[src/rtl/ped_signal_ctrl.sv]
// Pedestrian WALK/DONT_WALK controller for the NS and WE crosswalks, slaved to the traffic-light lamp codes.
// Latency: WALK lights the edge after the first green cycle; a button reaches req_* two edges after it is sampled.
// Backpressure: none; a request that misses a green (or is pressed mid-walk) is held for the next green onset.

module ped_chan #(
  parameter int WALK_CYCLES  = 6,
  parameter int FLASH_CYCLES = 6,
  parameter int FLASH_HALF   = 1
) (
  input  logic       clk,
  input  logic       rst,
  input  logic       btn,
  input  logic [2:0] led,
  input  logic       green,
  input  logic       illegal_any,
  input  logic       fault,
  output logic       walk,
  output logic       dontwalk,
  output logic       req,
  output logic [3:0] cnt,
  output logic       kill
);

  localparam int WW = (WALK_CYCLES > 1) ? $clog2(WALK_CYCLES) : 1;
  localparam int HW = (FLASH_HALF > 1) ? $clog2(FLASH_HALF) : 1;
  localparam logic [WW-1:0] WALK_LAST  = WW'(WALK_CYCLES - 1);
  localparam logic [HW-1:0] HALF_LAST  = HW'(FLASH_HALF - 1);
  localparam logic [3:0]    FLASH_LOAD = 4'(FLASH_CYCLES);

  localparam logic [1:0] S_IDLE  = 2'd0;
  localparam logic [1:0] S_WALK  = 2'd1;
  localparam logic [1:0] S_FLASH = 2'd2;
  localparam logic [1:0] S_DONE  = 2'd3;

  logic          btn_s1, btn_s2;
  logic [2:0]    led_prev;
  logic [1:0]    state;
  logic [WW-1:0] wtmr;
  logic [HW-1:0] htmr;
  logic [3:0]    cnt_r;
  logic          ph;
  logic          onset, stop, enter;

  // Green onset is a rising edge of the raw lamp code; any non-green or illegal code ends a walk.
  assign onset = green && (led_prev != 3'b001);
  assign stop  = !green || illegal_any;
  assign kill  = ((state == S_WALK) || (state == S_FLASH)) && stop && !fault;
  assign enter = (state == S_IDLE) && onset && req && !illegal_any && !fault;

  // Two-flop synchroniser for the asynchronous push-button.
  always_ff @(posedge clk or posedge rst) begin
    if (rst) begin
      btn_s1 <= 1'b0;
      btn_s2 <= 1'b0;
    end else begin
      btn_s1 <= btn;
      btn_s2 <= btn_s1;
    end
  end

  // Request latch: consumed on entry to WALK, a press landing on that same edge survives.
  always_ff @(posedge clk or posedge rst) begin
    if (rst) req <= 1'b0;
    else     req <= (req & ~enter) | btn_s2;
  end

  // Previous lamp code for green-onset detection.
  always_ff @(posedge clk or posedge rst) begin
    if (rst) led_prev <= 3'b100;
    else     led_prev <= led;
  end

  // Channel sequencer: IDLE -> WALK -> FLASH -> DONE, with abort back to IDLE on loss of green.
  always_ff @(posedge clk or posedge rst) begin
    if (rst) begin
      state <= S_IDLE;
      wtmr  <= '0;
      htmr  <= '0;
      cnt_r <= 4'd0;
      ph    <= 1'b0;
    end else if (fault) begin
      state <= S_IDLE;
    end else begin
      unique case (state)
        S_IDLE: begin
          if (enter) begin
            state <= S_WALK;
            wtmr  <= WALK_LAST;
          end
        end
        S_WALK: begin
          if (stop) begin
            state <= S_IDLE;
          end else if (wtmr == '0) begin
            state <= S_FLASH;
            cnt_r <= FLASH_LOAD;
            ph    <= 1'b1;
            htmr  <= HALF_LAST;
          end else begin
            wtmr <= wtmr - 1'b1;
          end
        end
        S_FLASH: begin
          if (stop) begin
            state <= S_IDLE;
          end else if (cnt_r == 4'd1) begin
            state <= S_DONE;
          end else begin
            cnt_r <= cnt_r - 4'd1;
            if (htmr == '0) begin
              ph   <= ~ph;
              htmr <= HALF_LAST;
            end else begin
              htmr <= htmr - 1'b1;
            end
          end
        end
        default: begin
          if (stop) state <= S_IDLE;
        end
      endcase
    end
  end

  // Lamp decode; a latched fault pins the crosswalk to DONT_WALK.
  always_comb begin
    walk     = 1'b0;
    dontwalk = 1'b1;
    cnt      = 4'd0;
    if (!fault) begin
      if (state == S_WALK) begin
        walk     = 1'b1;
        dontwalk = 1'b0;
      end else if (state == S_FLASH) begin
        dontwalk = ph;
        cnt      = cnt_r;
      end
    end
  end

endmodule

module ped_signal_ctrl #(
  parameter int WALK_CYCLES  = 6,
  parameter int FLASH_CYCLES = 6,
  parameter int FLASH_HALF   = 1
) (
  input  logic       clk,
  input  logic       rst,
  input  logic [2:0] led_ns,
  input  logic [2:0] led_we,
  input  logic       btn_ns,
  input  logic       btn_we,
  output logic       walk_ns,
  output logic       dontwalk_ns,
  output logic       walk_we,
  output logic       dontwalk_we,
  output logic       req_ns,
  output logic       req_we,
  output logic [3:0] cnt_ns,
  output logic [3:0] cnt_we,
  output logic       abort,
  output logic       fault
);

  logic both_green, illegal_any, green_ns, green_we, kill_ns, kill_we;

  function automatic logic legal_code(input logic [2:0] c);
    return (c == 3'b100) || (c == 3'b010) || (c == 3'b001);
  endfunction

  // Both greens at once is treated as illegal on both channels, which also keeps the walks exclusive.
  assign both_green  = (led_ns == 3'b001) && (led_we == 3'b001);
  assign illegal_any = !legal_code(led_ns) || !legal_code(led_we) || both_green;
  assign green_ns    = (led_ns == 3'b001) && !both_green;
  assign green_we    = (led_we == 3'b001) && !both_green;

  ped_chan #(.WALK_CYCLES(WALK_CYCLES), .FLASH_CYCLES(FLASH_CYCLES), .FLASH_HALF(FLASH_HALF)) u_ns (
    .clk(clk), .rst(rst), .btn(btn_ns), .led(led_ns), .green(green_ns),
    .illegal_any(illegal_any), .fault(fault),
    .walk(walk_ns), .dontwalk(dontwalk_ns), .req(req_ns), .cnt(cnt_ns), .kill(kill_ns)
  );

  ped_chan #(.WALK_CYCLES(WALK_CYCLES), .FLASH_CYCLES(FLASH_CYCLES), .FLASH_HALF(FLASH_HALF)) u_we (
    .clk(clk), .rst(rst), .btn(btn_we), .led(led_we), .green(green_we),
    .illegal_any(illegal_any), .fault(fault),
    .walk(walk_we), .dontwalk(dontwalk_we), .req(req_we), .cnt(cnt_we), .kill(kill_we)
  );

  // Sticky fault on any illegal lamp code; single abort pulse even if both channels are cut short.
  always_ff @(posedge clk or posedge rst) begin
    if (rst) begin
      fault <= 1'b0;
      abort <= 1'b0;
    end else begin
      fault <= fault | illegal_any;
      abort <= kill_ns | kill_we;
    end
  end

endmodule

[config.mk]
export PLATFORM = sky130hd
export DESIGN_NAME = ped_signal_ctrl
export DESIGN_NICKNAME = d
export VERILOG_FILES = /design/src/rtl/ped_signal_ctrl.sv
export SDC_FILE = /design/constraint.sdc
export NUM_CORES = 1
export LEC_CHECK = 0
export ABC_AREA = 1
export CORE_MARGIN = 5
export CORE_UTILIZATION = 55
export DETAILED_ROUTE_END_ITERATION = 8
export GPL_TIMING_DRIVEN = 0
export PLACE_DENSITY = 0.81
export SYNTH_ARGS = -nofsm -noshare
export SYNTH_HDL_FRONTEND = slang
export SYNTH_SLANG_ARGS = --single-unit
[constraint.sdc]
create_clock -name clk -period 1.8 [get_ports clk]
set_clock_uncertainty 0.1 [all_clocks]
set_input_delay 0.54 -clock clk [delete_from_list [all_inputs] [get_ports clk]]
set_output_delay 0.54 -clock clk [all_outputs]
set_load 0.01 [all_outputs]
==> results of run 1 <==
## cell type report
class                   instances  area [µm²]
plain buffers                   1       11.26
clock buffers                   6       82.58
clock inverters                 2       12.51
fillers                       230       765.7
inverters                      40       171.4
multi-input cells             184        1329
flip-flops and latches         34       855.8
well taps                      48       60.06
repair buffers                 54       427.9
## worst paths after layout
check                               from             to  slack [ns]  cells past startpoint
hold / removal               u_we.btn_s1    u_we.btn_s2        0.25                      0
setup / recovery           u_ns.state[0]    dontwalk_ns       -0.38                      6
hold reg to reg              u_we.btn_s1    u_we.btn_s2        0.25                      0
max in group asynchronous            rst  u_we.state[0]        0.54                      2
min in group asynchronous            rst  u_ns.cnt_r[2]        0.61                      2
setup reg to reg           u_ns.state[1]  u_ns.state[1]       -0.12                     11
## report_power, final
group	internal (W)	switching, W	leakage (nW)
Sequential	0.000777	0.00000264	0.399
Combinational	0.0000275	0.0000583	0.989
Clock	0.000307	0.000293	0.0472
Total	0.00111	0.000353	1.44
## per-layer routing
| layer | up-vias | GRT usage [%] |
|---|---|---|
| li1 | 952 | - |
| met1 | 989 | 24.83 |
| met2 | 103 | 37.21 |
| met3 | 34 | 4.571 |
| met4 | 0 | 7.933 |
| met5 | - | 0 |
## worst max-delay path, cell delays in order (launching register included)
cell     delay [ns]
dfrtp_1        0.44
buf_6          0.15
ha_4           0.18
nor2_2         0.13
nor2_2         0.07
o21ai_1        0.11
buf_2          0.16
## metrics by stage
stage | instances | cell area (µm²)
global route | 369 | 2950
global placement | 332 | 2442
finish | 369 | 2950
floorplan | 259 | 2132
CTS | 358 | 2746
detailed placement | 332 | 2442
## cells by family (layout without fill, tap and decap cells)
logic type,Yosys count,after routing,share of synthesized area (%)
compound gates,35,35,10.71
buf+inv,41,103,7.298
xor+xnor,1,1,0.4121
simple gates,132,132,32.02
fa+ha+maj,16,16,9.417
flops,34,34,40.14
## what timing repair did
| action | in CTS | in global routing |
|---|---|---|
| buffers inserted | 18 | 13 |
| hold endpoints to repair | 0 | 0 |
| pin swaps | 8 | 21 |
| endpoints found under the setup margin | 68 | 27 |
| gates resized for setup | 97 | 36 |
## layout by cell type, fill, tap and decap left out, drive strengths merged, types with 3 or more instances in the layout
cell           synthesis  routed
a21oi                  9       9
buf                    1      42
clkbuf                 0       6
clkdlybuf4s50          0       3
dfrtp                 32      32
dlygate4sd2            0       9
ha                    16      16
inv                   40      38
nand2                 65      65
nand3                 18      18
nand4                  6       6
nor2                  34      34
nor3                   3       3
o21ai                 19      19
or2                    4       4
## sequential cells by signal, indices dropped and copies added (netlist names)
| name | flops |
|---|---|
| u_we.wtmr | 3 |
| u_we.cnt_r | 4 |
| u_ns.wtmr | 3 |
| u_ns.btn_s2 | 1 |
| u_we.btn_s2 | 1 |
| u_we.led_prev | 3 |
| u_ns.req | 1 |
| u_we.ph | 1 |
| abort | 1 |
| u_we.state | 2 |
| u_ns.btn_s1 | 1 |
| u_ns.led_prev | 3 |
| u_we.btn_s1 | 1 |
| u_we.req | 1 |
| u_ns.state | 2 |
| u_ns.cnt_r | 4 |
| fault | 1 |
| u_ns.ph | 1 |
==> flow_summary.yaml, run 1 <==
routing:
  met2_length_um: 3031
  routed_wl_um: 6040
  top_layer: "met4"
  drtPass1Iterations: 4
  route.met3.wl_um: 420
  drc: 0
  antenna_left: 0
  m1WireLength_um: 2356
  vias: 2078
  wl_per_cell_um: 16.37
  vias_per_cell: 5.631
  first_iter_violations: 181
global_route:
  antenna_found_initial: 0
  grt_pass1_vias: 1955
  grt_max_degree: 35
  grt_pass1_wl_um: 8659
  grt_overflow: 0
  track_usage_pct: 21.06
final_layout:
  final_nets: 346
  diodes: 0
  final_core_util_pct: 79.39
  syn_to_final_growth_pct: 38.79
  drive_gt1_share_pct: 41.43
synthesis:
  yosysMostFrequentCell: "nand2_1"
  yosys-top-cells-area: "dfrtp_1, ha_1, nand2_1, inv_1, nor2_1"
  synth-seq-cells: 34
  ys_warn_count: 0
  synthCells: 259
  synth.distinct_cells: 33
  synth_seq_area_share_pct: 40.14
  syn_area_um2: 2126
  synth_edf_count: 0
  postSynthAreaPerCell_um2: 8.208
  synth_ff_type: "dfrtp_1"
  synth.top_cells.by_count: "nand2_1, inv_1, dfrtp_1"
  yosysTopAreaCell: "dfrtp_1"
  synth_nets: 285
  async_flop_share_pct: 100.0
  synth_top_cell_area_share_pct: 37.67
critical_path:
  crit_arrival_ns: 1.54
  worstSetupEndpointType: "primary output"
  worstSetupPathType: "register to primary output"
  required_ns: 1.16
  cp_max_fo: 6
  startpoint_type: "register"
power:
  totalPowerFinal_w: 0.001465
  peakVddDrop_uv: 526.4
  power.leakage_nw: 1.436
  power_density_nw_per_um2: 496.5
clocking:
  htreeDepth: 2
  cts_tree: "built"
  clk_pin_slew_ns: 0.08
  clock-sinks: 34
  holdBufCountCts: 0
  cts_root_buf: "clkbuf_8"
  clock_latency_ns: 0.29
  clockBufferDepth: 2
  cts_buffers: 5
placed_design:
  place.gp.congestion: 0.8072
  portBuffers: 25
  dpl_worst_slack_ns: -0.6522
  dpl.hpwl_um: 3195
floorplan:
  die_h_um: 72.17
  io-pin-count: 26
  core_um2: 3716
  num_rows: 22
  fp.dieArea_um2: 5209
  die_x_um: 72.17
  initial_core_util_pct: 57.21
sta:
  fin_ws_ns: -0.3787
  rsz0062_at_grt: "true"
  max-slew-margin-rel_pct: 51.88
  post-route-period-util_pct: 121.0
  tns_ns: -3.692
  finalHoldViolCount: 0
  holdWs_ns: 0.2529
  tightest_slew_ns: 0.7203
  fmax_mhz: 459.0
  setup_viol: 23
  period_minus_slack_ns: 2.179
  slew_violations: 0
flow_run:
  maxCapViolCount: 0
run_status:
  outcome: "complete, but fails checks"
  violations: "negative setup slack"
hold_path:
  hp-class: "register to register"
(Power assumes the default switching activity.)
==> run 2: changes to the inputs <==
Settings changed: PLACE_DENSITY 0.81 to 0.79, SKIP_LAST_GASP set to 1, SYNTH_HIERARCHICAL set to 1.
==> flow_summary.yaml, run 2 <==
sta:
  tns_ns: -3.461
  post-route-period-util_pct: 119.2
  fin_ws_ns: -0.3458
  slew_violations: 0
  period_minus_slack_ns: 2.146
  rsz0062_at_grt: "true"
  setup_viol: 17
  tightest_slew_ns: 0.6363
  fmax_mhz: 466.0
  max-slew-margin-rel_pct: 57.53
  holdWs_ns: 0.2483
  finalHoldViolCount: 0
synthesis:
  postSynthAreaPerCell_um2: 7.831
  yosysMostFrequentCell: "nand2_1"
  synth.distinct_cells: 32
  synth_seq_area_share_pct: 39.77
  synth.top_cells.by_count: "nand2_1, inv_1, dfrtp_1"
  synth_ff_type: "dfrtp_1"
  synth_edf_count: 0
  ys_warn_count: 6
  synth-seq-cells: 34
  synthCells: 274
  syn_area_um2: 2146
  synth_nets: 300
  synth_top_cell_area_share_pct: 37.32
  yosysTopAreaCell: "dfrtp_1"
  async_flop_share_pct: 100.0
  yosys-top-cells-area: "dfrtp_1, nand2_1, ha_1, inv_1, nor2_1"
final_layout:
  diodes: 0
  final_cell_mix: "nand2_1, inv_1, dfrtp_1, buf_4, nor2_1"
  syn_to_final_growth_pct: 39.48
  fin_cells: 386
  drive_gt1_share_pct: 41.72
  final_common_cell: "nand2_1"
  final_nets: 363
  fin_area_um2: 2993
  top_regs: "u_ns/cnt_r: 4 flops, u_we/cnt_r: 4 flops"
critical_path:
  worstSetupEndpointType: "primary output"
  startpoint_type: "register"
  worstSetupPathType: "register to primary output"
  crit_slowest_cell: "dfrtp_1"
  required_ns: 1.16
  cp_max_fo: 4
  max_stage_delay_ns: 0.47
  crit_arrival_ns: 1.51
  worstPathCellList: "inv_2 > ha_4 > inv_4 > buf_6 > nand2_4 > nor2_2 > buf_2"
power:
  peakVddDrop_uv: 506.7
  combPwrFrac_pct: 6.3
  power_density_nw_per_um2: 491.3
  sw_frac_of_total_pct: 23.91
  p_seq_share_pct: 53.0
  p_int_w: 0.001119
  clockPowerShare_pct: 40.7
  power.switching_w: 0.0003515
  power.leakage_nw: 1.527
routing:
  first_iter_violations: 198
  routed_wl_um: 6323
  vias: 2118
  drc: 0
  vias_per_cell: 5.487
  drtPass1Iterations: 5
  wl_per_cell_um: 16.38
  antenna_left: 0
floorplan:
  core_um2: 3716
  num_rows: 22
  io-pin-count: 26
  initial_core_util_pct: 57.74
  die_h_um: 72.46
  fp.dieArea_um2: 5250
  die_x_um: 72.46
clocking:
  cts_buffers: 5
  clk_pin_slew_ns: 0.08
  clockBufferDepth: 2
  cts_root_buf: "clkbuf_8"
  cts_tree: "built"
  clock-sinks: 34
  clock_latency_ns: 0.29
  htreeDepth: 2
global_route:
  grt_overflow: 0
  grt_pass1_vias: 1961
  grt_max_degree: 17
  grt_pass1_wl_um: 9108
  antenna_found_initial: 0
  track_usage_pct: 22.56
placed_design:
  placed_cells: 347
  portBuffers: 25
  place_area_um2: 2459
  dpl.hpwl_um: 3252
  dpl_worst_slack_ns: -0.6979
  place.gp.congestion: 0.8725
flow_run:
  maxCapViolCount: 0
run_status:
  violations: "negative setup slack"
  outcome: "complete, but fails checks"
hold_path:
  hp-class: "register to register"
[run 2: cell count changes after synthesis, sizes merged, moves of 2 or more]
cell	delta
nand2	+14
inv	+7
o21ai	-7
a21oi	-4
nor2	+4
nand4	-3
xor2	+3
nand3b	+2
nor3	-2
xnor2	+2
[run 2: area by class of cell]
class                   count  area (µm²)
multi-input cells         191        1343
flip-flops and latches     34       854.6
fillers                   225       723.2
repair buffers             57       435.4
inverters                  47       193.9
clock buffers               6       82.58
well taps                  48       60.06
clock inverters             2       12.51
plain buffers               1       11.26
[run 2: per-layer routing]
metal	GRT usage (%)	part of all wire (%)	vias up
li1	-	-	974
met1	27.04	39	1011
met2	37.51	50	99
met3	3.740	5.7	34
met4	14.14	5.1	0
met5	0	0	-
[run 2: critical path: cells and delay by family (launching register included)]
family	cells	cell delay (ns)
DFF	1	0.47
buffers and inverters	4	0.42
adders and majority gates	1	0.18
and+or+nand+nor	2	0.14
[run 2: worst paths after layout]
| path | endpoint | from | slack (ns) | depth (start not counted) |
|---|---|---|---|---|
| worst min-delay path | u_ns/btn_s2 | u_ns/btn_s1 | 0.25 | 0 |
| max in group asynchronous | u_we/cnt_r[3] | rst | 0.57 | 2 |
| worst max register to register | u_ns/cnt_r[1] | u_ns/state[1] | -0.13 | 9 |
| worst max-delay path | cnt_ns[1] | u_ns/state[1] | -0.35 | 7 |
| worst min register to register | u_ns/btn_s2 | u_ns/btn_s1 | 0.25 | 0 |
| min in group asynchronous | abort | rst | 0.39 | 2 |
[run 2: cells by family after synthesis]
| group | after synthesis | synth area share [%] |
|---|---|---|
| DFF | 34 | 39.77 |
| AOI/OAI and AO/OA | 23 | 6.880 |
| xor gates and xnor gates | 6 | 2.449 |
| and+or+nand+nor | 146 | 32.89 |
| adders and majority gates | 16 | 9.329 |
| buffers and inverters | 49 | 8.688 |
[run 2: repair_timing]
action,4_1_cts,5_1_grt
pin swaps,20,27
setup endpoints to repair,38,34
gates resized for setup,110,44
hold buffers,0,0
buffers inserted,27,8
[run 2: through the flow]
stage               util (%)   power, W
floorplan                  -  0.0008297
global placement       66.16  0.0008615
detailed placement     66.16  0.0008633
CTS                    76.60   0.001472
global route           80.54   0.001532
finish                 80.54   0.001470
[run 2: power by group through the flow]
stage / Combinational [W] / Clock (W) / Sequential [W]
global route: 0.000101 / 0.000650 / 0.000780
CTS: 0.0000807 / 0.000612 / 0.000779
finish: 0.0000922 / 0.000599 / 0.000779
detailed placement: 0.0000695 / 0 / 0.000794
global placement: 0.0000680 / 0 / 0.000794
floorplan: 0.0000366 / 0 / 0.000793
